$ cat src/rtl/div_unit_e.sv
// div_unit_e: iterative radix-2 restoring divider for MIPS DIV/DIVU in the execute stage.
// Latency: start sampled at edge E0, done pulses in the cycle after E33 (33 cycles busy).
// Backpressure: busy stalls upstream stages; start is ignored unless IDLE; abort cancels.
//
// Ports:
//   clk, rst_n               clock, asynchronous active-low reset
//   start, is_signed         begin a division (IDLE only), signed (DIV) or unsigned (DIVU)
//   dividend, divisor        rs / rt operands, sampled with start
//   abort                    execute-stage flush, returns to IDLE with no done pulse
//   busy, done, div_result   in-progress flag, one-cycle result strobe, {remainder, quotient}
module div_unit_e #(
    parameter int WIDTH = 32
) (
    input  logic                 clk,
    input  logic                 rst_n,
    input  logic                 start,
    input  logic                 is_signed,
    input  logic [WIDTH-1:0]     dividend,
    input  logic [WIDTH-1:0]     divisor,
    input  logic                 abort,
    output logic                 busy,
    output logic                 done,
    output logic [2*WIDTH-1:0]   div_result
);

    localparam logic [1:0] S_IDLE = 2'd0;
    localparam logic [1:0] S_CALC = 2'd1;
    localparam logic [1:0] S_FIX  = 2'd2;
    localparam logic [1:0] S_DONE = 2'd3;

    localparam int CW = $clog2(WIDTH) + 1;

    logic [1:0]       state, state_nx;
    logic [CW-1:0]    cnt;
    logic [WIDTH-1:0] rem;        // partial remainder; always < divisor magnitude after restore
    logic [WIDTH-1:0] quo;        // dividend bits shift out of the top, quotient bits in at the bottom
    logic [WIDTH-1:0] dvsr;       // divisor magnitude
    logic [WIDTH-1:0] raw_dvd;    // unmodified dividend, returned as remainder on divide-by-zero
    logic             neg_q, neg_r, dbz;

    logic [WIDTH-1:0] a_mag, b_mag;
    logic [WIDTH:0]   rem_sh;     // W+1-bit shifted partial remainder
    logic             trial_ok;
    logic [WIDTH-1:0] rem_sub;
    logic [WIDTH-1:0] rem_fix, quo_fix;

    // Operand magnitudes; 0x80000000 negates to itself and is then treated as unsigned.
    always_comb begin
        a_mag = dividend;
        b_mag = divisor;
        if (is_signed && dividend[WIDTH-1]) a_mag = -dividend;
        if (is_signed && divisor[WIDTH-1])  b_mag = -divisor;
    end

    // One restoring step. The difference is taken modulo 2^W: whenever the trial
    // succeeds the true difference is below the divisor, so the top bit is always zero.
    always_comb begin
        rem_sh   = {rem, quo[WIDTH-1]};
        trial_ok = (rem_sh >= {1'b0, dvsr});
        rem_sub  = rem_sh[WIDTH-1:0] - dvsr;
    end

    always_comb begin
        rem_fix = neg_r ? -rem : rem;
        quo_fix = neg_q ? -quo : quo;
    end

    always_comb begin
        state_nx = state;
        case (state)
            S_IDLE: if (start) state_nx = S_CALC;
            S_CALC: if (cnt == CW'(WIDTH - 1)) state_nx = S_FIX;
            S_FIX:  state_nx = S_DONE;
            S_DONE: state_nx = S_IDLE;
            default: state_nx = S_IDLE;
        endcase
        if (abort) state_nx = S_IDLE;
    end

    always_ff @(posedge clk or negedge rst_n) begin
        if (!rst_n) begin
            state      <= S_IDLE;
            busy       <= 1'b0;
            done       <= 1'b0;
            div_result <= '0;
            cnt        <= '0;
            rem        <= '0;
            quo        <= '0;
            dvsr       <= '0;
            raw_dvd    <= '0;
            neg_q      <= 1'b0;
            neg_r      <= 1'b0;
            dbz        <= 1'b0;
        end else begin
            state <= state_nx;
            // Registered from the next state so busy and done line up with the state register.
            busy  <= (state_nx == S_CALC) || (state_nx == S_FIX);
            done  <= (state_nx == S_DONE);
            if (!abort) begin
                case (state)
                    S_IDLE: begin
                        if (start) begin
                            quo     <= a_mag;
                            dvsr    <= b_mag;
                            rem     <= '0;
                            cnt     <= '0;
                            neg_q   <= is_signed & (dividend[WIDTH-1] ^ divisor[WIDTH-1]);
                            neg_r   <= is_signed & dividend[WIDTH-1];
                            dbz     <= (divisor == '0);
                            raw_dvd <= dividend;
                        end
                    end
                    S_CALC: begin
                        rem <= trial_ok ? rem_sub : rem_sh[WIDTH-1:0];
                        quo <= {quo[WIDTH-2:0], trial_ok};
                        cnt <= cnt + CW'(1);
                    end
                    S_FIX: begin
                        if (dbz) div_result <= {raw_dvd, {WIDTH{1'b1}}};
                        else     div_result <= {rem_fix, quo_fix};
                    end
                    default: ;
                endcase
            end
        end
    end

endmodule

$ cat config.mk
export PLATFORM = sky130hd
export DESIGN_NAME = div_unit_e
export DESIGN_NICKNAME = d
export VERILOG_FILES = /design/src/rtl/div_unit_e.sv
export SDC_FILE = /design/constraint.sdc
export NUM_CORES = 1
export LEC_CHECK = 0
export CORE_ASPECT_RATIO = 2
export CORE_MARGIN = 5
export CORE_UTILIZATION = 55
export CTS_CLUSTER_DIAMETER = 50
export CTS_CLUSTER_SIZE = 16
export DETAILED_ROUTE_END_ITERATION = 8
export HOLD_SLACK_MARGIN = 0.15
export PLACE_DENSITY = 0.78
export SLEW_MARGIN = 10
export SYNTH_ARGS = -nofsm -noshare
export SYNTH_HDL_FRONTEND = slang
export SYNTH_SLANG_ARGS = --single-unit
export TNS_END_PERCENT = 30
$ cat constraint.sdc
create_clock -name clk -period 9.3 [get_ports clk]
set_clock_uncertainty 0.15 [all_clocks]
set_input_delay 1.86 -clock clk [delete_from_list [all_inputs] [get_ports clk]]
set_output_delay 1.86 -clock clk [all_outputs]
set_load 0.01 [all_outputs]
==> metrics.md <==
| Metric | Value |
|---|---|
| Status | finished clean |
| Post-synth EDFFs | 0 |
| ANT nets after route | 0 |
| Max cap viols | 0 |
| Placement Cell Area | 0.0145 mm^2 |
| Fmax | 0.216 GHz |
| Slew headroom | 27.8% |
| Synthesized area | 0.0130 mm^2 |
| H-tree depth | 1 |
| CTS tree | built |
| Pwr/cell area | 257 mW/mm^2 |
| Post-Syn Nets | 1659 |
| Vias per std cell | 6.08 |
| CP Max Fanout | 5 |
| Setup WS pre-CTS | 4.20 ns |
| Ports | 135 |
| Share of cells above drive strength 1 | 4.54% |
| DIE HEIGHT | 227 um |
| Num rows | 79 |
| Mapped Avg Cell Area | 8.37 um^2 |
| YS warnings | 0 |
| CTS hold repair buffers | 0 |
| Initial antenna violation count | 0 |
| Synth Flop Type | dfrtp_1 |
| Synth Instances | 1551 |
| Setup violators final | 0 |
| Fraction of registers with async set/reset | 100% |
| CTS Sinks | 205 |
| Total CTS buffers | 17 |
| CP Launch Type | input port |
| Post-Route WL | 37500 um |
| DR DRC count | 0 |
| Post-cts sizing count | 0 |
| Worst-path clk slew | 0.07 ns |
| # diodes | 0 |
| Placed wire-length estimate | 28500 um |
| Final critical-path required period | 4.62 ns |
| Port buffer count | 134 |
| Drt first pass iters | 6 |
| Setup tns final | 0 ns |
| Min-Delay Path Class | register to register |
| DR WL/cell | 19.6 um |
| Pin count of the biggest net entering global routing | 113 |
| Clk Latency, worst-skew pair | 0.50 ns |
| VDD IR max | 0.186 mV |
| CP Data Arrival Time | 4.82 ns |
| Fin Hold WS | 0.319 ns |
| Post-CTS Setup Bufs | 0 |
| Final period utilization | 49.7% |
| Die area | 0.0269 mm^2 |
| All-Layer GR Usage | 27.6% |
| First-iteration detailed-routing DRC count | 904 |
| Post-synthesis register bit count | 205 |
| RSZ-0062 raised after global routing | no |
| Clk buf depth | 3 |
| Vias in the first global route | 11700 |
| Crit. End Element | register |
| CP Class | input port to register |
| Core area | 0.0232 mm^2 |
| Leakage | 6.79 nW |
| RD Place Congestion | 1.00 |
| First-pass GRT wire length | 60300 um |
| Max Slew Vio Count | 0 |
| Grt ovf | 0 |
| Slew @ Worst Pin | 1.08 ns |
| Area Overhead vs Synth | 14.9% |
| Final WS setup | 4.68 ns |
| Die X-Extent | 119 um |
| Finished Cell Area | 0.0149 mm^2 |
| Initial Util | 55.9% |
| Seq/Total Area, Yosys | 39.5% |
| Final #Nets | 1736 |
| Root Buffer | clkbuf_16 |
| Distinct cell type count after synthesis | 74 |
| Final hold viol count | 0 |
| Vias | 11600 |
| Worst path required time | 9.50 ns |
-- kinds of logic after synthesis --
logic type               synth area share, %
AND/OR/NAND/NOR                         18.5
AO/OA/AOI/OAI                           21.4
flip-flops                              39.5
buffers and inverters                   4.30
XOR/XNOR                                9.79
adder cells (fa/ha/maj)                 3.82
multiplexers                            2.57
-- report_power, final --
group / switching (mW) / internal, mW
sequential: 0.213 / 1.03
clock: 0.328 / 0.333
combinational: 1.14 / 0.782
total: 1.69 / 2.14
-- cell usage after synthesis (16+ instances only) --
cell type	number	area [um^2]
nand2_1	269	1010
xor2_1	80	701
nor2_1	129	484
mux2i_1	30	300
o31ai_1	16	120
a21o_1	18	135
nor3_1	17	85.1
inv_1	56	210
xnor2_1	65	569
o21ai_0	176	881
a21oi_1	121	606
dfrtp_1	205	5130
clkbuf_1	76	285
ha_1	38	475
-- per-stage QoR --
stage	utilization, %	instances	power (mW)
after floorplan	-	1551	2.62
after global placement	62.2	1892	3.10
after detailed placement	62.2	1892	3.15
after CTS	64.2	1914	3.81
after global routing	64.2	1914	4.09
final	64.2	1914	3.83
-- flip-flops by register name (all words and copies together) (netlist names) --
name        flops
div_result     64
dvsr           32
quo            32
raw_dvd        32
rem            32
cnt             6
state           2
busy            1
dbz             1
done            1
neg_q           1
neg_r           1
-- cell type report --
type	count	area (um^2)
well taps	283	354
repair buffers	148	1450
clock inverters	3	22.5
multi-input cells	1200	7310
inverters	56	210
clock buffers	19	433
fillers	2054	8320
flip-flops and latches	205	5130
-- cell usage in the layout (no fill, tap or decap), types with 15 or more instances in the layout --
| cell type | count |
|---|---|
| nand2_1 | 268 |
| dfrtp_1 | 204 |
| o21ai_0 | 176 |
| clkdlybuf4s50_1 | 133 |
| nor2_1 | 129 |
| a21oi_1 | 121 |
| xor2_1 | 80 |
| xnor2_1 | 65 |
| inv_1 | 56 |
| ha_1 | 38 |
| mux2i_1 | 30 |
| a21o_1 | 18 |
| nor3_1 | 17 |
| clkbuf_16 | 17 |
| o31ai_1 | 16 |
| or4_1 | 15 |
| nand3_1 | 15 |
-- worst paths after layout --
path | from | endpoint | slack [ns] | cells past startpoint
max | dividend[0] | quo[26] | 4.68 | 10
min | div_result[28] | div_result[28] | 0.32 | 2
max reg2reg | quo[31] | rem[30] | 5.43 | 12
min reg2reg | div_result[28] | div_result[28] | 0.32 | 2
max in group asynchronous | rst_n | div_result[28] | 6.40 | 2
min in group asynchronous | rst_n | done | 1.22 | 1
-- worst max-delay path, cell delays in order --
cell and delay [ns]:
clkdlybuf4s50_1 0.43, inv_1 0.13, ha_1 0.21, or4b_2 0.71, o41ai_2 0.42, o21ai_0 0.23
o21bai_1 0.26, or3_1 0.39, nand3_1 0.09, a31oi_1 0.09
-- per-layer routing --
layer / share of wire, % / global-route usage (%) / vias to the layer above
li1: - / - / 5558
met1: 34 / 28.4 / 5506
met2: 54 / 51.9 / 429
met3: 4.7 / 2.98 / 150
met4: 7.3 / 18.3 / 0
met5: 0 / 0 / -
Note: power is estimated with default switching activity, not from simulation.
